$ cat config.mk
export PLATFORM = sky130hd
export DESIGN_NAME = zed_mem_arbiter
export DESIGN_NICKNAME = d
export VERILOG_FILES = /design/src/rtl/zed_mem_arbiter.sv
export SDC_FILE = /design/constraint.sdc
export NUM_CORES = 1
export LEC_CHECK = 0
export BUFFER_PORTS_ARGS = -buffer_cell sky130_fd_sc_hd__buf_2
export CORE_MARGIN = 10
export CORE_UTILIZATION = 44
export DETAILED_ROUTE_END_ITERATION = 8
export PLACE_DENSITY = 0.95
export SYNTH_ARGS = -nofsm -noshare
export SYNTH_HDL_FRONTEND = slang
export SYNTH_SLANG_ARGS = --single-unit
$ cat constraint.sdc
create_clock -name sys_clk -period 2.8 [get_ports sys_clk]
set_input_delay 0.42 -clock sys_clk [delete_from_list [all_inputs] [get_ports sys_clk]]
set_output_delay 0.42 -clock sys_clk [all_outputs]
set_load 0.005 [all_outputs]
$ cat src/rtl/zed_mem_arbiter.sv
// zed_mem_arbiter: shares the single-port chip RAM between video fetch, the 6502 CPU
// and the host loader.
//
// Video has strict priority, except that a CPU request left waiting MAX_WAIT cycles
// takes the next slot (vid_miss pulses if video was asking). CPU and loader
// share the remaining slots round-robin. The RAM command is registered one cycle
// after the grant. Read data arrives one cycle after that and is routed back by a
// two-stage owner tag.
//
// Ports:
//   sys_clk, sys_reset            clock, synchronous active-high reset
//   vid_req/addr -> vid_gnt       video read port; vid_rdata/vid_rvalid return data
//   vid_miss                      video denied by the CPU starvation guard
//   cpu_req/we/addr/wdata         CPU read/write port; cpu_gnt, cpu_rdata/cpu_rvalid
//   ldr_req/addr/wdata -> ldr_gnt loader write-only port
//   mem_en/we/addr/wdata          registered RAM command; mem_rdata from RAM
module zed_mem_arbiter #(
   parameter int unsigned AW       = 12,
   parameter int unsigned DW       = 8,
   parameter int unsigned MAX_WAIT = 4
) (
   input  logic          sys_clk,
   input  logic          sys_reset,
   input  logic          vid_req,
   input  logic [AW-1:0] vid_addr,
   output logic          vid_gnt,
   output logic [DW-1:0] vid_rdata,
   output logic          vid_rvalid,
   output logic          vid_miss,
   input  logic          cpu_req,
   input  logic          cpu_we,
   input  logic [AW-1:0] cpu_addr,
   input  logic [DW-1:0] cpu_wdata,
   output logic          cpu_gnt,
   output logic [DW-1:0] cpu_rdata,
   output logic          cpu_rvalid,
   input  logic          ldr_req,
   input  logic [AW-1:0] ldr_addr,
   input  logic [DW-1:0] ldr_wdata,
   output logic          ldr_gnt,
   output logic          mem_en,
   output logic          mem_we,
   output logic [AW-1:0] mem_addr,
   output logic [DW-1:0] mem_wdata,
   input  logic [DW-1:0] mem_rdata
);

   localparam int unsigned WW = $clog2(MAX_WAIT + 1);
   localparam logic [WW-1:0] WAIT_MAX = WW'(MAX_WAIT);

   // Owner tags carried alongside the RAM pipeline.
   localparam logic [1:0] TAG_NONE = 2'd0;
   localparam logic [1:0] TAG_VID  = 2'd1;
   localparam logic [1:0] TAG_CPU  = 2'd2;

   logic [WW-1:0] cpu_wait_q, cpu_wait_d;
   logic          rr_q, rr_d;          // 1 = loader won the last CPU/loader slot
   logic          starve;
   logic [1:0]    tag1_q, tag1_d, tag2_q;
   logic          mem_en_q, mem_en_d;
   logic          mem_we_q, mem_we_d;
   logic [AW-1:0] mem_addr_q, mem_addr_d;
   logic [DW-1:0] mem_wdata_q, mem_wdata_d;

   // Grant selection.
   always_comb begin
      vid_gnt  = 1'b0;
      cpu_gnt  = 1'b0;
      ldr_gnt  = 1'b0;
      vid_miss = 1'b0;
      starve   = cpu_req && (cpu_wait_q == WAIT_MAX);
      if (!sys_reset) begin
         if (starve) begin
            cpu_gnt  = 1'b1;
            vid_miss = vid_req;
         end else if (vid_req) begin
            vid_gnt = 1'b1;
         end else if (cpu_req && ldr_req) begin
            // The party that did not win last time gets this slot.
            if (rr_q) cpu_gnt = 1'b1;
            else      ldr_gnt = 1'b1;
         end else if (cpu_req) begin
            cpu_gnt = 1'b1;
         end else if (ldr_req) begin
            ldr_gnt = 1'b1;
         end
      end
   end

   // Next state: starvation counter, round-robin pointer, RAM command, tag.
   always_comb begin
      cpu_wait_d = cpu_wait_q;
      if (!cpu_req || cpu_gnt) begin
         cpu_wait_d = '0;
      end else if (cpu_wait_q != WAIT_MAX) begin
         cpu_wait_d = cpu_wait_q + WW'(1);
      end

      rr_d = rr_q;
      if (cpu_gnt) rr_d = 1'b0;
      if (ldr_gnt) rr_d = 1'b1;

      mem_en_d    = vid_gnt || cpu_gnt || ldr_gnt;
      mem_we_d    = (cpu_gnt && cpu_we) || ldr_gnt;
      // Address and write data hold when idle to avoid needless toggling.
      mem_addr_d  = mem_addr_q;
      mem_wdata_d = mem_wdata_q;
      if (vid_gnt) mem_addr_d = vid_addr;
      if (cpu_gnt) begin
         mem_addr_d = cpu_addr;
         if (cpu_we) mem_wdata_d = cpu_wdata;
      end
      if (ldr_gnt) begin
         mem_addr_d  = ldr_addr;
         mem_wdata_d = ldr_wdata;
      end

      tag1_d = TAG_NONE;
      if (vid_gnt)                tag1_d = TAG_VID;
      else if (cpu_gnt && !cpu_we) tag1_d = TAG_CPU;
   end

   always_ff @(posedge sys_clk) begin
      if (sys_reset) begin
         cpu_wait_q  <= '0;
         rr_q        <= 1'b1;
         mem_en_q    <= 1'b0;
         mem_we_q    <= 1'b0;
         mem_addr_q  <= '0;
         mem_wdata_q <= '0;
         tag1_q      <= TAG_NONE;
         tag2_q      <= TAG_NONE;
      end else begin
         cpu_wait_q  <= cpu_wait_d;
         rr_q        <= rr_d;
         mem_en_q    <= mem_en_d;
         mem_we_q    <= mem_we_d;
         mem_addr_q  <= mem_addr_d;
         mem_wdata_q <= mem_wdata_d;
         tag1_q      <= tag1_d;
         tag2_q      <= tag1_q;
      end
   end

   assign mem_en    = mem_en_q;
   assign mem_we    = mem_we_q;
   assign mem_addr  = mem_addr_q;
   assign mem_wdata = mem_wdata_q;

   // rvalid is masked during reset so a read landing in the reset cycle is dropped too.
   assign vid_rvalid = !sys_reset && (tag2_q == TAG_VID);
   assign cpu_rvalid = !sys_reset && (tag2_q == TAG_CPU);
   assign vid_rdata  = mem_rdata;
   assign cpu_rdata  = mem_rdata;

endmodule

* Yosys cells after proc, flatten, opt, wreduce, memory -nomap -nowiden
Index checks and enable logic that the tools add are counted.
** Word-level totals
- Register bits :: 30
- Input bits :: 66
- Output and inout bits :: 44
- Word-level logic and storage cells :: 60
** Operators by class
- $add $sub $neg :: 1
- Equal/unequal tests :: 4
- Mux-type cells :: 26
- Reductions and logical operators :: 20
** Operators by type and width (count)
- $mux W12 :: 3
- $mux W8 :: 3
- $mux W1 :: 19
- $logic_and A1 B1 Y1 :: 6
- $reduce_or A2 Y1 :: 3
- $logic_or A1 B1 Y1 :: 4
- $reduce_bool A2 Y1 :: 2
- $add A3 B1 Y3 const B :: 1
- $eq A3 B3 Y1 const B :: 1
- $logic_not A1 Y1 :: 3
- $ne A3 B3 Y1 const B :: 1
- $reduce_bool A3 Y1 :: 1
- $eq A2 B1 Y1 const B :: 1
- $eq A2 B2 Y1 const B :: 1
- $mux W2 :: 1
- $reduce_and A2 Y1 :: 1

* Logic depth before layout (Yosys ltp)
Gate-level depths: netlist of the first run.
- Depth in word-level cells :: 8
- Gate-level depth with buffers :: 8

* Worst setup path after synthesis of the first run
OpenSTA, ideal clock, no wires.
- Path type :: register to output
- From :: register cpu_wait_q[0]
- To :: output ldr_gnt
- Arrival :: 1.497 ns
- Path slack :: 0.883 ns
- Cell stages (with the launch flop) :: 6
- Buffers on the path :: 1
- Cell sequence :: dfxtp_1 > inv_1 > ha_1 > a21o_1 > a2111oi_4 > clkbuf_1
** Between the ends
- Word-level cells in the longest chain between the ends :: 4
** RTL lines
- start, declared :: RTL line 56 : logic [WW-1:0] cpu_wait_q, cpu_wait_d;
- start signal, assigned :: RTL line 134 : cpu_wait_q <= cpu_wait_d;
- $eq A3 B3 Y1 :: RTL line 71 : starve = cpu_req && (cpu_wait_q == WAIT_MAX);
- $logic_and A1 B1 Y1 :: RTL line 71
- $mux W1 :: RTL line 73 : if (starve) begin
- $mux W1 :: RTL line 72 : if (!sys_reset) begin
- end, declared :: RTL line 40 : output logic ldr_gnt,
No other way between the ends.

* Worst setup path after layout of the first run
Ends and elaborated chain as after synthesis.

==> results of run 1 <==
-- placed cells by master (no fill, tap or decap), types with 2 or more instances in the layout --
cell	instances
dfxtp_1	30
and2_1	2
o21ai_0	15
nor3_1	2
o31ai_1	8
buf_2	85
buf_4	6
a21oi_1	9
a22oi_1	12
mux2i_1	8
nor2_1	4
inv_1	7
ha_1	2
a211oi_1	2
nand2_1	3
nor2b_1	5
nor3b_1	2
a32oi_1	13
clkbuf_4	5
-- state kept, by name, indices dropped and copies added (netlist names) --
name / flops
tag1_q: 2
mem_wdata: 8
rr_q: 1
mem_we: 1
tag2_q: 2
mem_en: 1
cpu_wait_q: 3
mem_addr: 12
-- synthesized netlist by cell type --
cell type,count
or2_1,1
or2_2,1
clkbuf_1,7
dfxtp_1,30
nor2b_1,5
a21oi_1,9
and2_1,2
buf_6,3
a32oi_1,13
nand2_1,3
and3b_1,1
buf_4,16
a2111oi_4,1
nor3_2,1
a311o_1,1
a211oi_1,2
mux2i_1,8
and4_1,1
ha_1,2
buf_2,2
nand2b_1,1
nor3_1,2
and2_4,1
o31ai_1,8
a22oi_1,12
o21ai_0,15
inv_1,7
nor3b_1,2
a21boi_0,1
a21o_1,1
and3_2,1
nor2_1,4
-- metal layers --
layer | vias to the layer above | routed length, um | GRT usage [%] | share of wire (%)
met1 | 675 | 1830 | 16.3 | 38
met3 | 11 | 515 | 7.77 | 11
li1 | 736 | - | - | -
met5 | - | 0 | 0 | 0
met4 | 0 | 101 | 6.27 | 2.1
met2 | 80 | 2330 | 24.8 | 49
-- cell type report --
class	instances	area, um^2
inverters	7	26.3
clock inverters	2	12.5
fillers	318	1400
flip-flops and latches	30	601
clock buffers	6	51.3
multi-input cells	99	714
well taps	46	57.6
repair buffers	91	470
-- critical path: cells and delay by family (launching register included) --
kind,cells,cell delay [ns]
fa+ha+maj,1,0.25
flops,1,0.37
compound gates,2,0.60
buf+inv,3,0.45
-- per-stage QoR --
stage | instance area, um^2 | hold slack [ns]
after floorplan | 1530 | 0.414
after global placement | 1870 | 0.416
after detailed placement | 1870 | 0.435
after CTS | 1930 | 0.277
after global routing | 1930 | 0.277
final | 1930 | 0.288
-- cell families (layout without fill, tap and decap cells) --
group,Yosys count,after routing
AOI/OAI and AO/OA,63,63
DFF,30,30
and+or+nand+nor,26,26
muxes,8,8
buffers and inverters,35,106
adders and majority gates,2,2
-- final timing paths --
| path | from | endpoint | slack [ns] | depth (start not counted) |
|---|---|---|---|---|
| max | cpu_wait_q[0]$_SDFFE_PP0P_ | ldr_gnt | 0.37 | 6 |
| max reg2reg | cpu_wait_q[0]$_SDFFE_PP0P_ | mem_we$_SDFF_PP0_ | 0.78 | 6 |
| min reg2reg | tag1_q[0]$_SDFF_PP0_ | tag2_q[0]$_SDFF_PP0_ | 0.44 | 1 |
| min | cpu_we | tag1_q[1]$_SDFF_PP0_ | 0.29 | 2 |
-- power groups by stage --
stage	Clock [mW]	Combinational [mW]	Sequential [mW]
floorplan	0	0.0989	0.485
global placement	0	0.167	0.481
detailed placement	0	0.171	0.482
CTS	0.281	0.173	0.474
global route	0.299	0.193	0.477
finish	0.277	0.171	0.474
==> flow_summary.yaml, run 1 <==
status:
  outcome: "complete, no violations"
sta:
  fin_ws_ns: 0.372
  finalCritPeriodShare_pct: 86.7
  max_freq_mhz: 412
  slew_headroom_pct: 37.6
  finalHoldViolations: 0
  setup_viol: 0
  tns_ns: 0
  rsz0062_at_grt: "no"
  final.min_clock_period_ns: 2.43
  drv_slew: 0
  skew_ns: 0.0139
  tightest_slew_ns: 0.936
floorplanning:
  die_area_um2: 6240
  core-area_um2: 3340
  io_pins: 110
  chipWidth_um: 79.0
  num_rows: 21
  die_h_um: 79.0
  initial_utilization_pct: 45.9
clock_tree:
  cts_max_path_buffers: 2
  ctsResizeCount: 0
  cts_buffers: 5
  htreeDepth: 2
  path_clk_slew_ns: 0.09
  cts-root-buf: "clkbuf_4"
  cts_setup_buffers: 0
  cts.hold.buffers_added: 0
  tritoncts: "yes"
  cts.sinks: 30
  clk_latency_ns: 0.34
cells_and_area:
  final_cell_count_no_fill: 281
  syn_to_final_growth_pct: 26.2
  fin_util_pct: 57.9
  drive_gt1_share_pct: 44.3
  antenna_cells: 0
  nets: 302
critical_path:
  crit_path_max_incr_delay_ns: 0.37
  worstSetupStartpointType: "flip-flop"
  path_max_fanout: 13
  crit_chain: "inv_1, ha_1, a21o_1, a2111oi_4, buf_4, buf_2"
  crit_path_top_delay_cell: "dfxtp_1"
  worst_ep_required_time_ns: 2.38
  crit_type: "flip-flop to output pin"
  critPathCaptureType: "output pin"
  cp_data_arrival_time_ns: 2.01
synth:
  ys_warn_count: 0
  syn-cell-area_um2: 1530
  synth_top_family_by_area: "compound AO/OA/AOI/OAI gates"
  synth-seq-cells: 30
  synth.avg_cell_area_um2: 9.34
  synthSimpleGateAreaFrac_pct: 10.3
  ys_seq_area_share_pct: 39.2
  ys_top_cells_by_area: "dfxtp_1, buf_4, a32oi_1"
  synthMuxAreaShare_pct: 5.23
  synthesis.instances: 164
  synth-compound-area-share_pct: 29.5
  synth_top_area_share_pct: 39.2
  yosysUniqueCellTypes: 32
  synth_xor_area_share_pct: 0
  syn_nets: 232
  synthAdderAreaFrac_pct: 1.63
  synth_area_leader_cell: "dfxtp_1"
power_and_ir_drop:
  swShare_pct: 28.1
  ir_drop_v: 0.000354
  power_uw: 922
  p_seq_share_pct: 51.4
  power_frac_clock_pct: 30.1
  combPwrFrac_pct: 18.6
  total_leakage_power_nw: 0.905
  intPower_uw: 663
  p_sw_uw: 259
  p_per_area_nw_per_um2: 477
route:
  first_pass_iters: 4
  postRouteAntennaNets: 0
  route.detailed.drc: 0
  routed_wl_um: 4780
  via_per_inst: 5.35
  avgRoutedWirePerCell_um: 17.0
  vias: 1502
  drtIter0Drc: 88
global_routing:
  grt_max_degree: 17
  antenna_found_initial: 0
  gr-usage-all-layers_pct: 15.2
  gr-total-overflow: 0
  grt_pass1_vias: 1688
  grt_pass1_wl_um: 7740
hold_path:
  hp-class: "primary input to flip-flop"
placement:
  post-dp-hpwl_um: 3730
  placed_cells_incl_taps: 273
  post-place-ws_ns: 0.716
  port_buffers: 85
  gp_congestion: 0.796
flow_run:
  maxCapViolCount: 0
Power figures use the tool's default switching activity.
==> run 2: changes to the inputs <==
- PLACE_DENSITY: 0.95 -> not set
- PLACE_DENSITY_LB_ADDON: not set -> 0.1
==> run 2 against run 1 <==
- clock power down 17%
- sequential share of layout area up 0.18 points
- global-route usage down 0.68 points
- final cell count unchanged
- count of clock-buffer cells in the layout up 1
- combinational power about the same
- die area unchanged
- setup slack better by 0.043 ns
- largest power group unchanged
==> flow_summary.yaml, run 2 (synthesis results as in run 1) <==
status:
  outcome: "complete, no violations"
global_routing:
  grt_pass1_wl_um: 7260
  antenna_found_initial: 0
  grt_pass1_vias: 1563
  gr-usage-all-layers_pct: 14.5
  gr-total-overflow: 0
  grt_max_degree: 17
route:
  first_pass_iters: 4
  top_layer: "met4"
  wl_met1_um: 1840
  drtIter0Drc: 56
  wl_met2_um: 2410
  routed_wl_um: 4670
  wl_met3_um: 402
  vias: 1504
  route.detailed.drc: 0
  via_per_inst: 5.35
  avgRoutedWirePerCell_um: 16.6
  postRouteAntennaNets: 0
critical_path:
  path_max_fanout: 12
  cp_data_arrival_time_ns: 1.97
  worst_ep_required_time_ns: 2.38
  crit_path_top_delay_cell: "a2111oi_4"
  worst-path-stages: 6
  crit_type: "flip-flop to output pin"
  critPathTopFamily: "compound AO/OA/AOI/OAI gates"
  worstSetupStartpointType: "flip-flop"
  crit_path_max_incr_delay_ns: 0.37
  worstRegToRegCells: 6
  path_buf_inv: 3
  critPathCaptureType: "output pin"
  crit_chain: "inv_1, ha_1, a21o_1, a2111oi_4, buf_4, buf_2"
cells_and_area:
  final_common_cell: "buf_2"
  drive_gt1_share_pct: 43.4
  n_fill_cell: 334
  antenna_cells: 0
  regArea_um2: 601
  nets: 303
  final_cell_mix: "buf_2, dfxtp_1, o21ai_0"
  finalInstanceArea_um2: 1920
  multi_input_area_um2: 714
  largest_register_ffs: 12
  syn_to_final_growth_pct: 25.5
clock_tree:
  clk_latency_ns: 0.32
  cts-root-buf: "clkbuf_4"
  cts_max_path_buffers: 2
  htreeDepth: 2
  cts.sinks: 30
  cts_setup_buffers: 0
  ctsResizeCount: 0
  cts.hold.buffers_added: 0
  path_clk_slew_ns: 0.08
  tritoncts: "yes"
  cts_buffers: 5
hold_path:
  whs_path_depth: 2
  hp-class: "primary input to flip-flop"
sta:
  fin_ws_ns: 0.415
  slew_headroom_pct: 61.8
  rsz0062_at_grt: "no"
  finalCritPeriodShare_pct: 85.2
  skew_ns: 0.00819
  setup_viol: 0
  whs_ns: 0.284
  max_freq_mhz: 419
  tightest_slew_ns: 0.571
  tns_ns: 0
  finalHoldViolations: 0
  drv_slew: 0
  final.min_clock_period_ns: 2.39
power_and_ir_drop:
  power_uw: 875
  p_per_area_nw_per_um2: 455
  total_leakage_power_nw: 0.901
  ir_drop_v: 0.000272
flow_run:
  maxCapViolCount: 0
placement:
  gp_congestion: 0.775
  post-place-ws_ns: 0.751
  post-dp-hpwl_um: 3660
  postPlaceCellArea_um2: 1880
  port_buffers: 85
floorplanning:
  die_area_um2: 6240
  chipWidth_um: 79.0
  io_pins: 110
  die_h_um: 79.0
  num_rows: 21
  initial_utilization_pct: 45.9
  core-area_um2: 3340
-- run 2: per-layer routing --
layer | global-route usage, % | vias up
li1 | - | 737
met2 | 25.0 | 61
met3 | 8.45 | 4
met5 | 0 | -
met4 | 4.12 | 0
met1 | 14.6 | 702
-- run 2: metrics by stage --
step           cells  util (%)
2_1_floorplan    164         -
3_3_place_gp     274      56.2
3_5_place_dp     274      56.2
4_1_cts          281      57.6
5_1_grt          281      57.6
6_report         281      57.6
-- run 2: worst paths after layout --
check                                                start                    to  slack (ns)
worst max register to register  cpu_wait_q[0]$_SDFFE_PP0P_     mem_we$_SDFF_PP0_        0.78
worst min-delay path                                cpu_we  tag1_q[1]$_SDFF_PP0_        0.28
worst max-delay path            cpu_wait_q[0]$_SDFFE_PP0P_               ldr_gnt        0.41
worst min register to register        tag1_q[0]$_SDFF_PP0_  tag2_q[0]$_SDFF_PP0_        0.45
-- run 2: power by group --
part	switching (mW)	internal [mW]	leakage, nW
registers	0.0152	0.458	0.248
logic	0.0856	0.0857	0.627
clock network	0.136	0.0945	0.0254
total	0.237	0.638	0.901
-- run 2: area by class of cell --
type	instances	area share [%]
Multi-Input combinational cell	99	37.2
Sequential cell	30	31.3
Timing Repair Buffer	92	24.9
Tap cell	46	2.99
Clock buffer	7	2.34
Inverter	7	1.37
